$ cat src/rtl/wt_store_coalesce_buf.sv
// Store write-combining buffer that sits in front of the write-through L1 memory port.
// Committed stores are queued in a circular FIFO. A new store merges into the youngest
// entry when it targets the same doubleword. Entries drain in order, and the number of
// issued but unacknowledged writes is capped at MAX_OUT.
module wt_store_coalesce_buf #(
  parameter int DEPTH       = 8,
  parameter int ADDR_W      = 64,
  parameter int MAX_OUT     = 7,
  parameter bit COALESCE_EN = 1'b1
) (
  input  logic                             clk_i,
  input  logic                             rst_i,
  input  logic                             req_valid_i,
  output logic                             req_ready_o,
  input  logic [ADDR_W-1:0]                req_addr_i,
  input  logic [63:0]                      req_data_i,
  input  logic [7:0]                       req_be_i,
  output logic                             mem_valid_o,
  input  logic                             mem_ready_i,
  output logic [ADDR_W-1:0]                mem_addr_o,
  output logic [63:0]                      mem_data_o,
  output logic [7:0]                       mem_be_o,
  input  logic                             mem_ack_i,
  output logic                             full_o,
  output logic                             empty_o,
  output logic [$clog2(MAX_OUT+1)-1:0]     outstanding_o
);

  localparam int PTR_W = $clog2(DEPTH);
  localparam int CNT_W = $clog2(DEPTH + 1);
  localparam int OUT_W = $clog2(MAX_OUT + 1);
  localparam int TAG_W = ADDR_W - 3;

  // Entry storage. Only the doubleword tag of each address is kept.
  logic [TAG_W-1:0] tag_q  [DEPTH];
  logic [63:0]      data_q [DEPTH];
  logic [7:0]       be_q   [DEPTH];

  logic [PTR_W-1:0] wptr_q;
  logic [PTR_W-1:0] rptr_q;
  logic [CNT_W-1:0] count_q;
  logic [OUT_W-1:0] out_q;

  logic [PTR_W-1:0] young_ptr;
  logic             full;
  logic             hit;
  logic             push;
  logic             push_new;
  logic             pop;
  logic             ack_take;

  // The low three address bits only select lanes, which req_be_i already describes.
  logic unused_addr_lsbs;
  assign unused_addr_lsbs = ^req_addr_i[2:0];

  assign young_ptr = wptr_q - PTR_W'(1);
  assign full      = (count_q == CNT_W'(DEPTH));

  // With fewer than two entries the youngest is the head, whose payload must stay stable
  // while it is offered to memory, so it is never a merge target.
  assign hit = COALESCE_EN && (count_q >= CNT_W'(2)) &&
               (req_addr_i[ADDR_W-1:3] == tag_q[young_ptr]);

  assign req_ready_o = hit || !full;
  assign push        = req_valid_i && req_ready_o;
  assign push_new    = push && !hit;

  assign mem_valid_o = (count_q != '0) && (out_q < OUT_W'(MAX_OUT));
  assign pop         = mem_valid_o && mem_ready_i;

  // A stray ack with nothing outstanding is dropped so the counter cannot underflow.
  assign ack_take = mem_ack_i && (out_q != '0);

  assign mem_addr_o    = {tag_q[rptr_q], 3'b000};
  assign mem_data_o    = data_q[rptr_q];
  assign mem_be_o      = be_q[rptr_q];
  assign full_o        = full;
  assign empty_o       = (count_q == '0) && (out_q == '0);
  assign outstanding_o = out_q;

  // Pointer, occupancy, outstanding-counter and storage update.
  always_ff @(posedge clk_i) begin
    // NOTE: every register here, including the storage array, is cleared on reset.
    // This makes mem_*_o read as zero afterwards, and it forces the array into flops
    // instead of a RAM macro.
    if (rst_i) begin
      wptr_q  <= '0;
      rptr_q  <= '0;
      count_q <= '0;
      out_q   <= '0;
      for (int i = 0; i < DEPTH; i++) begin
        tag_q[i]  <= '0;
        data_q[i] <= '0;
        be_q[i]   <= '0;
      end
    end else begin
      // NOTE: non-blocking assignments here. Every read in this block sees the pre-edge
      // value. The merge target and the pop decision therefore come from the same
      // registered state that drove req_ready_o and mem_valid_o.
      if (push_new) begin
        tag_q[wptr_q]  <= req_addr_i[ADDR_W-1:3];
        data_q[wptr_q] <= req_data_i;
        be_q[wptr_q]   <= req_be_i;
        wptr_q         <= wptr_q + PTR_W'(1);
      end else if (push) begin
        for (int b = 0; b < 8; b++) begin
          if (req_be_i[b]) data_q[young_ptr][8*b +: 8] <= req_data_i[8*b +: 8];
        end
        be_q[young_ptr] <= be_q[young_ptr] | req_be_i;
      end

      if (pop) rptr_q <= rptr_q + PTR_W'(1);

      case ({push_new, pop})
        2'b10:   count_q <= count_q + CNT_W'(1);
        2'b01:   count_q <= count_q - CNT_W'(1);
        default: count_q <= count_q;
      endcase

      case ({pop, ack_take})
        2'b10:   out_q <= out_q + OUT_W'(1);
        2'b01:   out_q <= out_q - OUT_W'(1);
        default: out_q <= out_q;
      endcase
    end
  end

endmodule

$ cat config.mk
export PLATFORM = sky130hd
export DESIGN_NAME = wt_store_coalesce_buf
export DESIGN_NICKNAME = d
export VERILOG_FILES = /design/src/rtl/wt_store_coalesce_buf.sv
export SDC_FILE = /design/constraint.sdc
export NUM_CORES = 2
export LEC_CHECK = 0
export ABC_CLOCK_PERIOD_IN_PS = 11800
export CAP_MARGIN = 40
export CORE_ASPECT_RATIO = 1.1
export CORE_MARGIN = 2
export CORE_UTILIZATION = 61
export DETAILED_ROUTE_END_ITERATION = 10
export DONT_BUFFER_PORTS = 1
export GPL_TIMING_DRIVEN = 0
export PLACE_DENSITY = 0.78
export SLEW_MARGIN = 40
export SYNTH_ARGS = -nofsm -noshare
export SYNTH_HDL_FRONTEND = slang
export SYNTH_SLANG_ARGS = --single-unit
$ cat constraint.sdc
create_clock -name clk_i -period 11.8 [get_ports clk_i]
set_clock_uncertainty 0.05 [all_clocks]
set_input_delay 3.54 -clock clk_i [delete_from_list [all_inputs] [get_ports clk_i]]
set_output_delay 3.54 -clock clk_i [all_outputs]
set_load 0.05 [all_outputs]
; ---- After elaboration in Yosys (flattened, before gate mapping)
; Memory sizes are Yosys's and may differ from the RTL's. A register that Yosys moved wholly into a read port is not among the register bits.
; Index checks and enable logic that the tools add are counted.
[op_classes]
add_sub_neg = 7
magnitude_cmp = 2
n_eq_ne = 6
n_mux = 72
bitwise = 1
n_reduce_logical = 21
[op_table]
columns = cell, count
row1 = $mux 64, 2
row2 = $reduce_or 64->1, 2
row3 = $eq 61x61->1, 1
row4 = $mux 61, 1
row5 = $reduce_or 61->1, 1
row6 = $mux 1, 53
row7 = $mux 3, 11
row8 = $mux 8, 3
row9 = $reduce_or 8->1, 2
row10 = $add 3x1->3 const B, 3
row11 = $or 8x8->8, 1
row12 = $pmux 4 s2, 1
row13 = $logic_and 1x1->1, 7
row14 = $pmux 3 s2, 1
row15 = $sub 3x1->3 const B, 2
row16 = $add 4x1->4 const B, 1
row17 = $eq 2x1->1 const B, 2
row18 = $eq 2x2->1 const B, 2
row19 = $eq 4x4->1 const B, 1
row20 = $ge 4x2->1 const B, 1
row21 = $logic_not 4->1, 1
row22 = $reduce_bool 2->1, 2
row23 = $reduce_bool 4->1, 1
row24 = $sub 4x1->4 const B, 1
row25 = 5 further kinds, 6
[totals]
reg_bits = 13
mem_bits_rw = 1064
inputBits = 141
out_inout_bits = 143
elab_cells = 116
memories = 3
[memory_table]
columns = memory, depth, width, rd, rd_ports_with_merged_regs, write_ports, line
row1 = data_q, 8, 64, 1, 1, 8, 36  ; logic [63:0] data_q [DEPTH];
row2 = tag_q, 8, 61, 2, 1, 8, 35  ; logic [TAG_W-1:0] tag_q [DEPTH];
row3 = be_q, 8, 8, 2, 1, 8, 37  ; logic [7:0] be_q [DEPTH];

; ---- Logic depth before layout (Yosys ltp)
; An unclocked memory read counts as a cell.
[logic_depth]
word_depth = 13
ltp_mapped = 26

; ---- Worst setup path after synthesis
; No wires, ideal clock.
[synth_timing]
kind = input-to-output
from = in req_addr_i[55]
to = out req_ready_o
t_arrival_ns = 5.764
setup_slack_ns = 2.446
path_stages = 9
path_cell_list = clkbuf_1 > xnor2_1 > nand2_1 > a2111oi_2 > o2111a_1 > nand4_4 > or4_1 > buf_2 > nand2_1
[synth_via]
elab_chain_len = 3
[synth_rtl]
columns = item, line
row1 = "start, declared", 15  ; input logic [ADDR_W-1:0] req_addr_i,
row2 = $eq 61x61->1, 62  ; (req_addr_i[ADDR_W-1:3] == tag_q[young_ptr]);
row3 = $logic_and 1x1->1, 61  ; assign hit = COALESCE_EN && (count_q >= CNT_W'(2)) &&
row4 = $logic_or 1x1->1, 64  ; assign req_ready_o = hit || !full;
row5 = "end, declared", 14  ; output logic req_ready_o,
; No other way between the ends.

; ---- Final worst setup path
[layout_timing]
from = reg wptr_q[0]
to = out req_ready_o
[layout_via]
elab_chain_len = 5
[layout_rtl]
columns = item, line
row1 = "start, declared", 39  ; logic [PTR_W-1:0] wptr_q;
row2 = "start signal, assigned", 104  ; wptr_q <= wptr_q + PTR_W'(1);
row3 = $sub 3x1->3, 56  ; assign young_ptr = wptr_q - PTR_W'(1);
row4 = net young_ptr[0], 44  ; logic [PTR_W-1:0] young_ptr;
row5 = $mem_v2 8x61, n/a
row6 = $eq 61x61->1, 62
row7 = $logic_and 1x1->1, 61
row8 = $logic_or 1x1->1, 64
; The timed path passes the listed nets, and every way through them passes these cells.

==> run summary <==
count of placed standard cells in the final layout, fillers left out -> 5122
number of max-cap violations -> 0
largest net degree at the start of global routing -> 28
Remaining DRCs -> 0
transition time of the tightest slew-check pin -> 0.951 ns
Max H-tree Level -> 3
die span in x -> 299 um
total track usage -> 0.374
clk buf depth -> 3
Core ar. -> 94500 um2
Synth async-reset ratio -> 0
detailed-route vias per instance -> 7.04
number of buffers inserted by port buffering -> 0
number of ports placed on the die boundary -> 284
sequential cell area fraction in the yosys report -> 0.553
Final setup violation count -> 1
CTS tree -> done
R2R Setup Slk -> 1.98 ns
fin worst setup slack -> -0.277 ns
clock root cell -> sky130_fd_sc_hd__clkbuf_16
Pins Over Slew Limit -> 0
final critical path time including I/O delays and setup -> 12.08 ns
violations in the final reports -> setup timing
Total Die Area -> 98100 um2
TritonCTS sink count -> 1080
source of the worst hold timing path -> rptr_q[1]$_SDFFE_PP0P_
share of post-route cells with drive strength above 1 -> 0.367
synthesized flop and latch total -> 1080
number of nets in the final layout -> 3917
Synth Warn # -> 0
distinct cell type count of the synthesized netlist -> 71
switching component of the power -> 0.00404 W
insertion delay to the later sink of the worst-skew pair -> 0.73 ns
P per Cell Area -> 181 nW/um2
clock share of power -> 0.303
count of mapped cells out of synthesis -> 3627
crit-path max FO -> 10
launching element type of the critical path -> flip-flop
worst setup slack after placement -> 1.01 ns
leakage power summed over all cells -> 21.5 nW
count of TritonRoute iterations in the first routing pass -> 7
leading area contributor after synthesis -> sky130_fd_sc_hd__edfxtp_1
logic gate share of total power -> 0.304
clock slew at the register clock pins of the worst setup and hold paths -> 0.06 ns
run status -> finished, violations left
period utilisation layout -> 1.02
placed insts -> 4912
Hold Fails Final Rpt -> 0
count of cells resized by post-cts repair -> 0
global-route wire length before repair -> 260000 um
count of filler cells inserted in the layout -> 6356
portion of synthesized cell area occupied by the leading cell type -> 0.548
Post-CTS Hold Buffers -> 0
final core utilization -> 0.680
cell area after synthesis -> 58300 um2
setup fix buffers added after clock tree synthesis -> 0
required time of the critical path -> 8.21 ns
DPL Wire Length -> 126000 um
worst hold slack -> 0.443 ns
Data arrival, critical path -> 8.49 ns
drt initial violations -> 4818
total clock buffers created by CTS -> 111
Setup CP Type -> flip-flop to output port
area added between synthesis and finish -> 10.2%
Initial Utilization -> 0.617
Reg2Reg Launch Point -> wptr_q[0]$_SDFFE_PP0P_
detailed-route wire length per cell -> 35.7 um
type of the tightest min-delay check -> flip-flop to flip-flop
Max-slew headroom -> 0.366
most used flip-flop cell after synthesis -> sky130_fd_sc_hd__edfxtp_1
Die Ht -> 328 um
sum of routed wire length over all layers -> 183000 um
internal power contribution -> 0.00760 W
switching part of the total -> 0.347
vias in the first global route -> 36500
sequential share of power -> 0.393
sum of overflow across all layers after global routing -> 0
Area contributors post-synth -> sky130_fd_sc_hd__edfxtp_1, sky130_fd_sc_hd__mux4_2, sky130_fd_sc_hd__nor3b_2
EDFF count, synth -> 1064
peak ir drop on the vdd network -> 0.132 mV
kind of end point of the critical path -> output port
routed via count -> 36100
total power -> 0.0116 W
Critical Path Start -> wptr_q[0]$_SDFFE_PP0P_
Row Count -> 118
number of nets still failing antenna checks after routing -> 0
setup repair after global routing missed its margin -> false
Routability Congestion -> 1.02
initial antenna violation count -> 3
Achievable Freq -> 82.8 MHz
Mapped Avg Cell Area -> 16.1 um2
==> flip-flops by register name (all words and copies together), names as in the netlist, named ones only <==
name / count
data_q: 512
tag_q: 488
be_q: 64
count_q: 4
outstanding_o: 3
rptr_q: 3
wptr_q: 3
==> kinds of logic (layout without fill, tap and decap cells) <==
logic type,after synthesis,after routing,share of synthesized area
other,1,7,0.0000643
DFF,1080,1080,0.553
xor gates and xnor gates,99,99,0.0150
buffers and inverters,378,607,0.0339
AOI/OAI and AO/OA,237,237,0.0343
adders and majority gates,9,9,0.00219
muxes,607,607,0.188
and+or+nand+nor,1216,1216,0.173
==> area by class of cell <==
cell class / instances / area, um2 / area share
Inverter: 18 / 67.6 / 0.00105
Antenna cell: 4 / 10.0 / 0.000156
Tap cell: 1260 / 1580 / 0.0245
Clock inverter: 67 / 627 / 0.00975
Buffer: 360 / 2010 / 0.0312
Multi-Input combinational cell: 2171 / 24400 / 0.379
Timing Repair Buffer: 25 / 395 / 0.00615
Clock buffer: 137 / 2940 / 0.0457
Sequential cell: 1080 / 32300 / 0.502
==> cell usage after synthesis, types with 7 or more instances <==
| cell type | number |
|---|---|
| sky130_fd_sc_hd__nor2_1 | 39 |
| sky130_fd_sc_hd__o21bai_1 | 65 |
| sky130_fd_sc_hd__o21ai_0 | 11 |
| sky130_fd_sc_hd__edfxtp_1 | 1064 |
| sky130_fd_sc_hd__nor3b_1 | 97 |
| sky130_fd_sc_hd__or3_1 | 8 |
| sky130_fd_sc_hd__xor2_1 | 25 |
| sky130_fd_sc_hd__inv_1 | 14 |
| sky130_fd_sc_hd__nor4_1 | 17 |
| sky130_fd_sc_hd__or2_2 | 11 |
| sky130_fd_sc_hd__ha_1 | 7 |
| sky130_fd_sc_hd__mux2_2 | 137 |
| sky130_fd_sc_hd__and2_1 | 460 |
| sky130_fd_sc_hd__xnor2_1 | 73 |
| sky130_fd_sc_hd__nand4_1 | 8 |
| sky130_fd_sc_hd__nand3_1 | 29 |
| sky130_fd_sc_hd__a21oi_4 | 16 |
| sky130_fd_sc_hd__nor3b_2 | 416 |
| sky130_fd_sc_hd__mux4_2 | 376 |
| sky130_fd_sc_hd__dfxtp_1 | 16 |
| sky130_fd_sc_hd__buf_6 | 59 |
| sky130_fd_sc_hd__a2111oi_0 | 8 |
| sky130_fd_sc_hd__o2111ai_1 | 9 |
| sky130_fd_sc_hd__o21a_1 | 34 |
| sky130_fd_sc_hd__mux2i_1 | 92 |
| sky130_fd_sc_hd__a21oi_1 | 20 |
| sky130_fd_sc_hd__clkbuf_1 | 191 |
| sky130_fd_sc_hd__buf_1 | 53 |
| sky130_fd_sc_hd__buf_2 | 42 |
| sky130_fd_sc_hd__o211a_1 | 32 |
| sky130_fd_sc_hd__nor3_1 | 36 |
| sky130_fd_sc_hd__buf_4 | 14 |
| sky130_fd_sc_hd__nand2_1 | 64 |
==> power by group through the flow <==
stage	Clock, W	Combinational [W]	Sequential (W)
5_1_grt	0.00366	0.00361	0.00460
4_1_cts	0.00352	0.00347	0.00457
3_5_place_dp	0	0.00346	0.00465
2_1_floorplan	0	0.00245	0.00460
6_report	0.00353	0.00354	0.00458
3_3_place_gp	0	0.00339	0.00464
==> cell usage in the layout (no fill, tap or decap), drive strengths merged, types with 8 or more instances in the layout <==
cell,n
edfxtp,1064
inv,19
bufinv,10
mux2,139
a2111oi,11
a211oi,8
mux4,376
clkbuf,329
nand4,9
nand3,29
or2,13
nor3,36
buf,193
mux2i,92
dfxtp,16
nor3b,513
and2,460
o21a,34
o2111ai,10
nor2,39
xnor2,73
o21bai,65
or3,8
nand2,64
o21ai,14
o211a,32
clkinv,53
a21oi,36
xor2,26
nor4,25
==> worst paths after layout <==
kind | to | cells after the start
worst min-delay path | flip-flop | 2
worst max-delay path | req_ready_o | 18
worst max register to register | data_q[0][10]$_SDFFCE_PN0P_ | 22
worst min register to register | flip-flop | 2
==> layer usage <==
layer	GRT usage	wire length, um	share of wire
met5	0	11	0.000060
met1	0.446	60200	0.33
met2	0.607	88300	0.48
met4	0.224	12400	0.068
met3	0.107	22200	0.12
==> critical path: stages (launching register included) <==
cell                       delay, ns
sky130_fd_sc_hd__dfxtp_1        0.32
sky130_fd_sc_hd__buf_6          0.18
sky130_fd_sc_hd__inv_2          0.25
sky130_fd_sc_hd__buf_2          0.63
sky130_fd_sc_hd__buf_2          0.59
sky130_fd_sc_hd__buf_2          0.46
sky130_fd_sc_hd__ha_1           0.36
sky130_fd_sc_hd__buf_2          0.27
sky130_fd_sc_hd__buf_4          0.34
sky130_fd_sc_hd__buf_2          0.52
sky130_fd_sc_hd__buf_2          0.64
sky130_fd_sc_hd__mux4_2         0.42
sky130_fd_sc_hd__xnor2_1        0.49
sky130_fd_sc_hd__mux2i_1        0.14
sky130_fd_sc_hd__a211oi_1       0.50
sky130_fd_sc_hd__nand4_4        0.27
sky130_fd_sc_hd__or4_1          0.58
sky130_fd_sc_hd__buf_2          0.22
sky130_fd_sc_hd__nand2_1        0.54
==> per-stage QoR <==
stage	area (um2)	setup TNS, ns
global route	64300	0
floorplan	58300	0
global placement	59900	0
detailed placement	60500	0
CTS	64100	0
finish	64300	-0.277
No activity file was read; power rests on OpenSTA's default activity.
